File: src/rtl/arcade_input_mapper.sv
// Arcade input conditioner: PS/2 + joystick merge, orientation remap, timed coin pulses.
// Optional ARCADE_INPUT_SOCD_EN: opposite directions pressed together cancel to neither.
module arcade_input_mapper #(
  parameter int PLAYERS    = 2,
  parameter int COIN_LEN   = 8,
  parameter int COIN_GAP   = 8,
  parameter int ACTIVE_LOW = 1
) (
  input  logic                    CLK,
  input  logic                    RESET,
  input  logic                    tick,
  input  logic [10:0]             ps2_key,
  input  logic [16*PLAYERS-1:0]   joy,
  input  logic                    rotate,
  output logic [PLAYERS-1:0]      p_up,
  output logic [PLAYERS-1:0]      p_down,
  output logic [PLAYERS-1:0]      p_left,
  output logic [PLAYERS-1:0]      p_right,
  output logic [PLAYERS-1:0]      p_fire,
  output logic                    start1,
  output logic                    start2,
  output logic                    coin,
  output logic [1:0]              dbg_coin_state
);

  localparam logic       POL    = (ACTIVE_LOW != 0);
  localparam logic [7:0] LEN_M1 = 8'(COIN_LEN - 1);
  localparam logic [7:0] GAP_M1 = 8'(COIN_GAP - 1);

  typedef enum logic [1:0] {
    S_IDLE  = 2'd0,
    S_PULSE = 2'd1,
    S_GAP   = 2'd2
  } coin_state_t;

  // Keyboard key state, always active-high internally.
  logic r_toggle;
  logic r_key_up, r_key_down, r_key_left, r_key_right;
  logic r_key_space, r_key_ctrl, r_key_start1, r_key_start2, r_key_coin;
  logic w_evt;

  assign w_evt = (ps2_key[10] != r_toggle);

  always_ff @(posedge CLK) begin
    r_toggle <= ps2_key[10];
    if (RESET) begin
      r_key_up     <= 1'b0;
      r_key_down   <= 1'b0;
      r_key_left   <= 1'b0;
      r_key_right  <= 1'b0;
      r_key_space  <= 1'b0;
      r_key_ctrl   <= 1'b0;
      r_key_start1 <= 1'b0;
      r_key_start2 <= 1'b0;
      r_key_coin   <= 1'b0;
    end else if (w_evt) begin
      case (ps2_key[7:0])
        8'h75:   r_key_up     <= ps2_key[9];
        8'h72:   r_key_down   <= ps2_key[9];
        8'h6B:   r_key_left   <= ps2_key[9];
        8'h74:   r_key_right  <= ps2_key[9];
        8'h29:   r_key_space  <= ps2_key[9];
        8'h14:   r_key_ctrl   <= ps2_key[9];
        8'h05:   r_key_start1 <= ps2_key[9];
        8'h06:   r_key_start2 <= ps2_key[9];
        8'h2E:   r_key_coin   <= ps2_key[9];
        default: ;
      endcase
    end
  end

  // Merge keyboard into player 0, then remap orientation.
  logic [PLAYERS-1:0] w_m_up, w_m_down, w_m_left, w_m_right, w_m_fire;
  logic [PLAYERS-1:0] w_r_up, w_r_down, w_r_left, w_r_right;
  logic [PLAYERS-1:0] w_f_up, w_f_down, w_f_left, w_f_right;
  logic               w_start1, w_start2, w_joy_coin, w_unused;

  always_comb begin
    w_m_up     = '0;
    w_m_down   = '0;
    w_m_left   = '0;
    w_m_right  = '0;
    w_m_fire   = '0;
    w_start1   = r_key_start1;
    w_start2   = r_key_start2;
    w_joy_coin = 1'b0;
    w_unused   = ps2_key[8];
    for (int p = 0; p < PLAYERS; p++) begin
      w_m_right[p] = joy[16*p+0];
      w_m_left[p]  = joy[16*p+1];
      w_m_down[p]  = joy[16*p+2];
      w_m_up[p]    = joy[16*p+3];
      w_m_fire[p]  = joy[16*p+4];
      w_start1     = w_start1   | joy[16*p+5];
      w_start2     = w_start2   | joy[16*p+6];
      w_joy_coin   = w_joy_coin | joy[16*p+7];
      w_unused     = w_unused ^ (^joy[16*p+8 +: 8]);
      if (p == 0) begin
        w_m_right[p] = w_m_right[p] | r_key_right;
        w_m_left[p]  = w_m_left[p]  | r_key_left;
        w_m_down[p]  = w_m_down[p]  | r_key_down;
        w_m_up[p]    = w_m_up[p]    | r_key_up;
        w_m_fire[p]  = w_m_fire[p]  | r_key_space | r_key_ctrl;
      end
    end
  end

  assign w_r_up    = rotate ? w_m_left  : w_m_up;
  assign w_r_down  = rotate ? w_m_right : w_m_down;
  assign w_r_left  = rotate ? w_m_down  : w_m_left;
  assign w_r_right = rotate ? w_m_up    : w_m_right;

`ifdef ARCADE_INPUT_SOCD_EN
  assign w_f_up    = w_r_up    & ~w_r_down;
  assign w_f_down  = w_r_down  & ~w_r_up;
  assign w_f_left  = w_r_left  & ~w_r_right;
  assign w_f_right = w_r_right & ~w_r_left;
`else
  assign w_f_up    = w_r_up;
  assign w_f_down  = w_r_down;
  assign w_f_left  = w_r_left;
  assign w_f_right = w_r_right;
`endif

  // Output flops hold the final core-ready polarity.
  logic [PLAYERS-1:0] r_p_up, r_p_down, r_p_left, r_p_right, r_p_fire;
  logic               r_start1, r_start2;

  always_ff @(posedge CLK) begin
    if (RESET) begin
      r_p_up    <= {PLAYERS{POL}};
      r_p_down  <= {PLAYERS{POL}};
      r_p_left  <= {PLAYERS{POL}};
      r_p_right <= {PLAYERS{POL}};
      r_p_fire  <= {PLAYERS{POL}};
      r_start1  <= POL;
      r_start2  <= POL;
    end else begin
      r_p_up    <= w_f_up    ^ {PLAYERS{POL}};
      r_p_down  <= w_f_down  ^ {PLAYERS{POL}};
      r_p_left  <= w_f_left  ^ {PLAYERS{POL}};
      r_p_right <= w_f_right ^ {PLAYERS{POL}};
      r_p_fire  <= w_m_fire  ^ {PLAYERS{POL}};
      r_start1  <= w_start1  ^ POL;
      r_start2  <= w_start2  ^ POL;
    end
  end

  // Coin FSM: request is a rising edge of any coin-capable source.
  coin_state_t r_state;
  logic [7:0]  r_cnt;
  logic        r_pending, r_coin, r_coin_src_q;
  logic        w_coin_src, w_req;

  assign w_coin_src = w_start1 | w_start2 | r_key_coin | w_joy_coin;
  assign w_req      = w_coin_src & ~r_coin_src_q;

  always_ff @(posedge CLK) begin
    if (RESET) begin
      r_state      <= S_IDLE;
      r_cnt        <= 8'd0;
      r_pending    <= 1'b0;
      r_coin       <= POL;
      r_coin_src_q <= 1'b0;
    end else begin
      r_coin_src_q <= w_coin_src;
      case (r_state)
        S_IDLE: begin
          if (w_req) begin
            r_state <= S_PULSE;
            r_cnt   <= 8'd0;
            r_coin  <= ~POL;
          end
        end
        S_PULSE: begin
          if (w_req) r_pending <= 1'b1;
          if (tick) begin
            if (r_cnt == LEN_M1) begin
              r_state <= S_GAP;
              r_cnt   <= 8'd0;
              r_coin  <= POL;
            end else begin
              r_cnt <= r_cnt + 8'd1;
            end
          end
        end
        S_GAP: begin
          if (w_req) r_pending <= 1'b1;
          if (tick) begin
            if (r_cnt == GAP_M1) begin
              r_cnt <= 8'd0;
              // A request landing on the exit tick still launches the next pulse.
              if (r_pending || w_req) begin
                r_state   <= S_PULSE;
                r_pending <= 1'b0;
                r_coin    <= ~POL;
              end else begin
                r_state <= S_IDLE;
              end
            end else begin
              r_cnt <= r_cnt + 8'd1;
            end
          end
        end
        default: begin
          r_state <= S_IDLE;
          r_cnt   <= 8'd0;
          r_coin  <= POL;
        end
      endcase
    end
  end

  assign p_up           = r_p_up;
  assign p_down         = r_p_down;
  assign p_left         = r_p_left;
  assign p_right        = r_p_right;
  assign p_fire         = r_p_fire;
  assign start1         = r_start1;
  assign start2         = r_start2;
  assign coin           = r_coin;
  assign dbg_coin_state = r_state;

endmodule

File: config.mk
export PLATFORM = sky130hd
export DESIGN_NAME = arcade_input_mapper
export DESIGN_NICKNAME = d
export VERILOG_FILES = /design/src/rtl/arcade_input_mapper.sv
export SDC_FILE = /design/constraint.sdc
export NUM_CORES = 1
export LEC_CHECK = 0
export CAP_MARGIN = 15
export CORE_MARGIN = 5
export CORE_UTILIZATION = 48
export CTS_CLUSTER_DIAMETER = 120
export CTS_CLUSTER_SIZE = 25
export DETAILED_ROUTE_END_ITERATION = 10
export PLACE_DENSITY = 0.82
export SLEW_MARGIN = 20
export SYNTH_ARGS = -nofsm -noshare
export SYNTH_HDL_FRONTEND = slang
export SYNTH_SLANG_ARGS = --single-unit
File: constraint.sdc
create_clock -name CLK -period 2.61 [get_ports CLK]
set_input_delay 0.3915 -clock CLK [delete_from_list [all_inputs] [get_ports CLK]]
set_output_delay 0.3915 -clock CLK [all_outputs]
set_load 0.01 [all_outputs]
Word level (Yosys, flattened, before mapping)
Index checks and enable logic that the tools add are counted.

word-level totals
  bits in registers = 35
  input port bits = 47
  output and inout port bits = 15
  word-level logic and storage cells = 109

cells by class
  add/sub/neg operators = 1
  equal/unequal tests = 20
  muxes and demuxes = 27
  bitwise operators = 23
  reduce and logical (&&, ||, !) cells = 16

operators by type and width
  cell                   count
  $eq A8 B7 Y1 const B   4
  $eq A8 B3 Y1 const B   3
  $mux W8                3
  $reduce_and A2 Y1      10
  $mux W2                9
  $eq A8 B6 Y1 const B   2
  $pmux W8 S2            1
  $or A1 B1 Y1           14
  $ne A2 B2 Y1 const B   6
  $mux W1                11
  $not A2 Y2             5
  $add A8 B1 Y8 const B  1
  $eq A8 B5 Y1 const B   1
  $pmux W2 S3            1
  $reduce_and A6 Y1      1
  $reduce_and A5 Y1      1
  $not A1 Y1             3
  $pmux W1 S3            1
  $eq A2 B1 Y1 const B   1
  $eq A2 B2 Y1 const B   1
  $logic_not A2 Y1       1
  $ne A2 B1 Y1 const B   1
  $pmux W1 S2            1
  $reduce_bool A2 Y1     1
  other kinds (4)        4

Depth between registers and ports, before layout
  depth in word-level cells = 11
  depth in mapped cells = 7
  gate-level depth less buffers = 6

Worst setup path after synthesis
Ideal clock, no wire load.

  path type = register to register
  start = reg r_state[0] (netlist: dbg_coin_state[0])
  end = reg r_cnt[5]
  library setup time = 66 ps
  arrival time = 1735 ps
  slack = 809 ps
  cell stages (with the launch flop) = 7
  buffers on the path = 0
  period minus slack after synthesis = 1801 ps
  cells stage by stage = dfxtp_1 inv_1 ha_1 nor2b_1 a21oi_2 a31o_2 a21oi_2

on the way
  cells in the longest elaborated chain, start to end = 4
  elaborated cells on any way between the ends = 8
  classes of those cells = 4 x eq/ne; 1 x mux; 3 x reduce/logical

ends and longest elaborated chain
  element                                              line  RTL
  from (decl)                                          150   coin_state_t r_state;
  from (signal assigned)                               160   r_state <= S_IDLE;
  from (signal assigned)                               170   r_state <= S_PULSE;
  from (signal assigned)                               179   r_state <= S_GAP;
  $eq A2 B2 Y1 / $eq A2 B1 Y1 (equally long branches)  167   case (r_state)
  $reduce_or A2 Y1 (no line)                           n/a
  $ne A2 B1 Y1 (no line)                               n/a
  $reduce_and A2 Y1 (no line)                          n/a
  to (signal assigned)                                 183   r_cnt <= r_cnt + 8'd1;
  to (signal assigned)                                 201   r_cnt <= r_cnt + 8'd1;
  to (decl)                                            151   logic [7:0] r_cnt;

Several ways; a longest one is shown, not always the timed one.
A chain may end at the register's enable or synchronous reset.

Worst setup path after layout
  start = reg r_state[1] (netlist: dbg_coin_state[1])
  end = reg r_cnt[5]

The elaborated chain is that of the path after synthesis.

==> impl_metrics.ini <==
[run]
drv_cap = 0

[power_and_ir_drop]
finalPower_mw = 1.45
switching_power_uw = 474
leakage_nw = 0.847
power_density_nw_per_um2 = 644
ir_drop_v = 0.000272
pwr-share-seq = 0.430
pwr-share-clk = 0.227
internal-power_uw = 971
switching_share = 0.328
p_comb_frac = 0.343

[route]
viasPerCell = 5.29
drc = 0
drt_pre_antenna_iters = 4
routed_wl_um = 3550
wl_per_cell_um = 13.2
drt_iter0_markers = 93
final_antenna_net_count = 0
vias = 1418

[worst_setup_path]
worstPathMaxFanout = 6
max_stage_delay_ps = 490
crit_top_cell = a21oi_2
crit_chain = inv_1, ha_1, nor2b_1, a21oi_2, a31o_2, a21oi_2
critPathKind = reg -> reg
slowest_stage = nor2b_1
cp.required_ps = 2880
crit_path_end_kind = flop
cp-start-kind = flop
arrival_ps = 2270

[sta]
max_freq_mhz = 500
hold_violations = 0
final.setup.tns_ps = 0
rsz0062_at_grt = no
period_minus_slack_ps = 2000
period_share = 0.766
finClkSkew_ps = 8.41
maxSlewViolCount = 0
maxSlewHeadroom = 0.643
setup_viol = 0
tightest_slew_ps = 535

[final_layout]
layout-drive-gt1-share = 0.153
area_delta_synth_final_pct = 31.5
multi_input_area_um2 = 952
final_common_cell = clkdlybuf4s50_1
nets = 273
antenna_cells = 0
regArea_um2 = 701
final_cell_mix = clkdlybuf4s50_1 (44), dfxtp_1 (35), nor2_1 (18)
num-fill-cells = 270

[synthesis]
synth.distinct_cells = 42
ys_warn_count = 0
syn_area_per_cell_um2 = 9.69
mappedNetlistNets = 228
ys_seq_area_frac = 0.411
syn-cell-area_um2 = 1710
ys_ff_latch = 35
synth_cells = 176

[cts]
cts-root-buf = clkbuf_4
htree_levels = 2
cts_sinks = 35
cts_buffers = 5
postCtsSetupRepairBufs = 0
cts_tree = done
worstSkewPairLatency_ps = 330
cts.repair.resized = 0
cts_buffer_depth = 2
ctsHoldBuffers = 0
path_clk_slew_ps = 100

[global_routing]
overflow = 0
grt_pass1_vias = 1402
grt_max_degree = 30
grt_pass1_wl_um = 6380
grt_usage = 0.161
antenna_found_initial = 0

[floorplan]
rows = 21
core_area_um2 = 3390
die_width_um = 69.6
die_area_um2 = 4840
die_y_um = 69.6
io_pins = 62
initial_core_util = 0.503

[placement]
dpl.hpwl_um = 2690
io_buffers = 44
gp_congestion = 0.947

[run_status]
outcome = finished, final reports clean

[min_path]
hold_path.class = reg -> reg
-- kinds of logic (layout without fill, tap and decap cells) --
kind of cell | Yosys count | in the layout | synth area share
adders and majority gates | 5 | 5 | 0.0367
DFF | 35 | 35 | 0.411
AOI/OAI and AO/OA | 27 | 27 | 0.143
and+or+nand+nor | 78 | 78 | 0.266
buffers and inverters | 11 | 57 | 0.0308
xor gates and xnor gates | 6 | 6 | 0.0308
muxes | 14 | 14 | 0.0822
-- power groups by stage --
stage | Combinational [mW] | Clock, mW | Sequential, mW
floorplan | 0.327 | 0 | 0.643
global placement | 0.470 | 0 | 0.631
detailed placement | 0.494 | 0 | 0.633
CTS | 0.497 | 0.333 | 0.621
finish | 0.495 | 0.328 | 0.621
global route | 0.544 | 0.366 | 0.629
-- stage by stage --
step | area (um2) | setup slack, ps | std cells | hold slack (ps) | util
floorplan | 1710 | 809 | 176 | 419 | -
global placement | 2170 | 553 | 260 | 459 | 0.641
detailed placement | 2170 | 531 | 260 | 458 | 0.641
CTS | 2240 | 606 | 268 | 472 | 0.661
global route | 2240 | 379 | 268 | 492 | 0.661
finish | 2240 | 612 | 268 | 472 | 0.661
-- cell usage after synthesis (all sizes together) --
| cell type | instances | share of area |
|---|---|---|
| nand2 | 6 | 0.013 |
| a21bo | 1 | 0.0059 |
| a22oi | 1 | 0.0044 |
| nor4 | 2 | 0.0073 |
| nand3 | 5 | 0.015 |
| a21oi | 5 | 0.019 |
| nor2 | 24 | 0.062 |
| o41ai | 1 | 0.0095 |
| nand4b | 3 | 0.015 |
| nor2b | 4 | 0.015 |
| or2 | 8 | 0.029 |
| mux2i | 14 | 0.082 |
| ha | 5 | 0.037 |
| buf | 1 | 0.0066 |
| nand3b | 1 | 0.0044 |
| a31oi | 2 | 0.0073 |
| nor3 | 7 | 0.029 |
| dfxtp | 35 | 0.41 |
| nand4 | 7 | 0.026 |
| a311oi | 1 | 0.0051 |
| o21ai | 5 | 0.015 |
| o21a | 1 | 0.0044 |
| nand2b | 5 | 0.018 |
| a211o | 2 | 0.010 |
| clkbuf | 6 | 0.015 |
| a31o | 2 | 0.015 |
| and4b | 1 | 0.0059 |
| a2111oi | 2 | 0.025 |
| and2 | 1 | 0.0037 |
| inv | 4 | 0.0088 |
| a211oi | 3 | 0.013 |
| o2bb2ai | 1 | 0.0088 |
| nor4b | 1 | 0.0088 |
| xnor2 | 6 | 0.031 |
| nor3b | 3 | 0.013 |
-- sequential cells by signal (all words and copies together) (netlist names), 2 cells and up --
name and cells:
dbg_coin_state 2, p_down 2, p_fire 2, p_left 2
p_right 2, p_up 2, r_cnt 8
-- path summary, 6_finish.rpt --
kind | start | to | slack (ps) | depth (start not counted)
worst max-delay path | dbg_coin_state[1] | r_cnt[5] | 610 | 6
worst min-delay path | coin | coin | 470 | 2
worst max register to register | dbg_coin_state[1] | r_cnt[5] | 610 | 6
worst min register to register | coin | coin | 470 | 2
-- area by class of cell --
class,instances,share of cell area
Clock buffer,8,0.0307
Inverter,4,0.00670
Multi-Input combinational cell,130,0.425
Sequential cell,35,0.313
Tap cell,46,0.0257
Timing Repair Buffer,45,0.200
-- worst max-delay path, delay by kind of cell (launching register included) --
kind            cells  cell delay [ps]
compound gates      3              560
fa+ha+maj           1              380
buf+inv             1               90
flops               1              420
simple gates        1              490
-- metal layers --
layer / global-route usage / vias to the layer above / part of all wire
li1: - / 718 / -
met1: 0.205 / 646 / 0.48
met2: 0.250 / 47 / 0.45
met3: 0.0551 / 7 / 0.053
met4: 0.0586 / 0 / 0.015
met5: 0 / - / 0
Power figures use the tool's default switching activity.
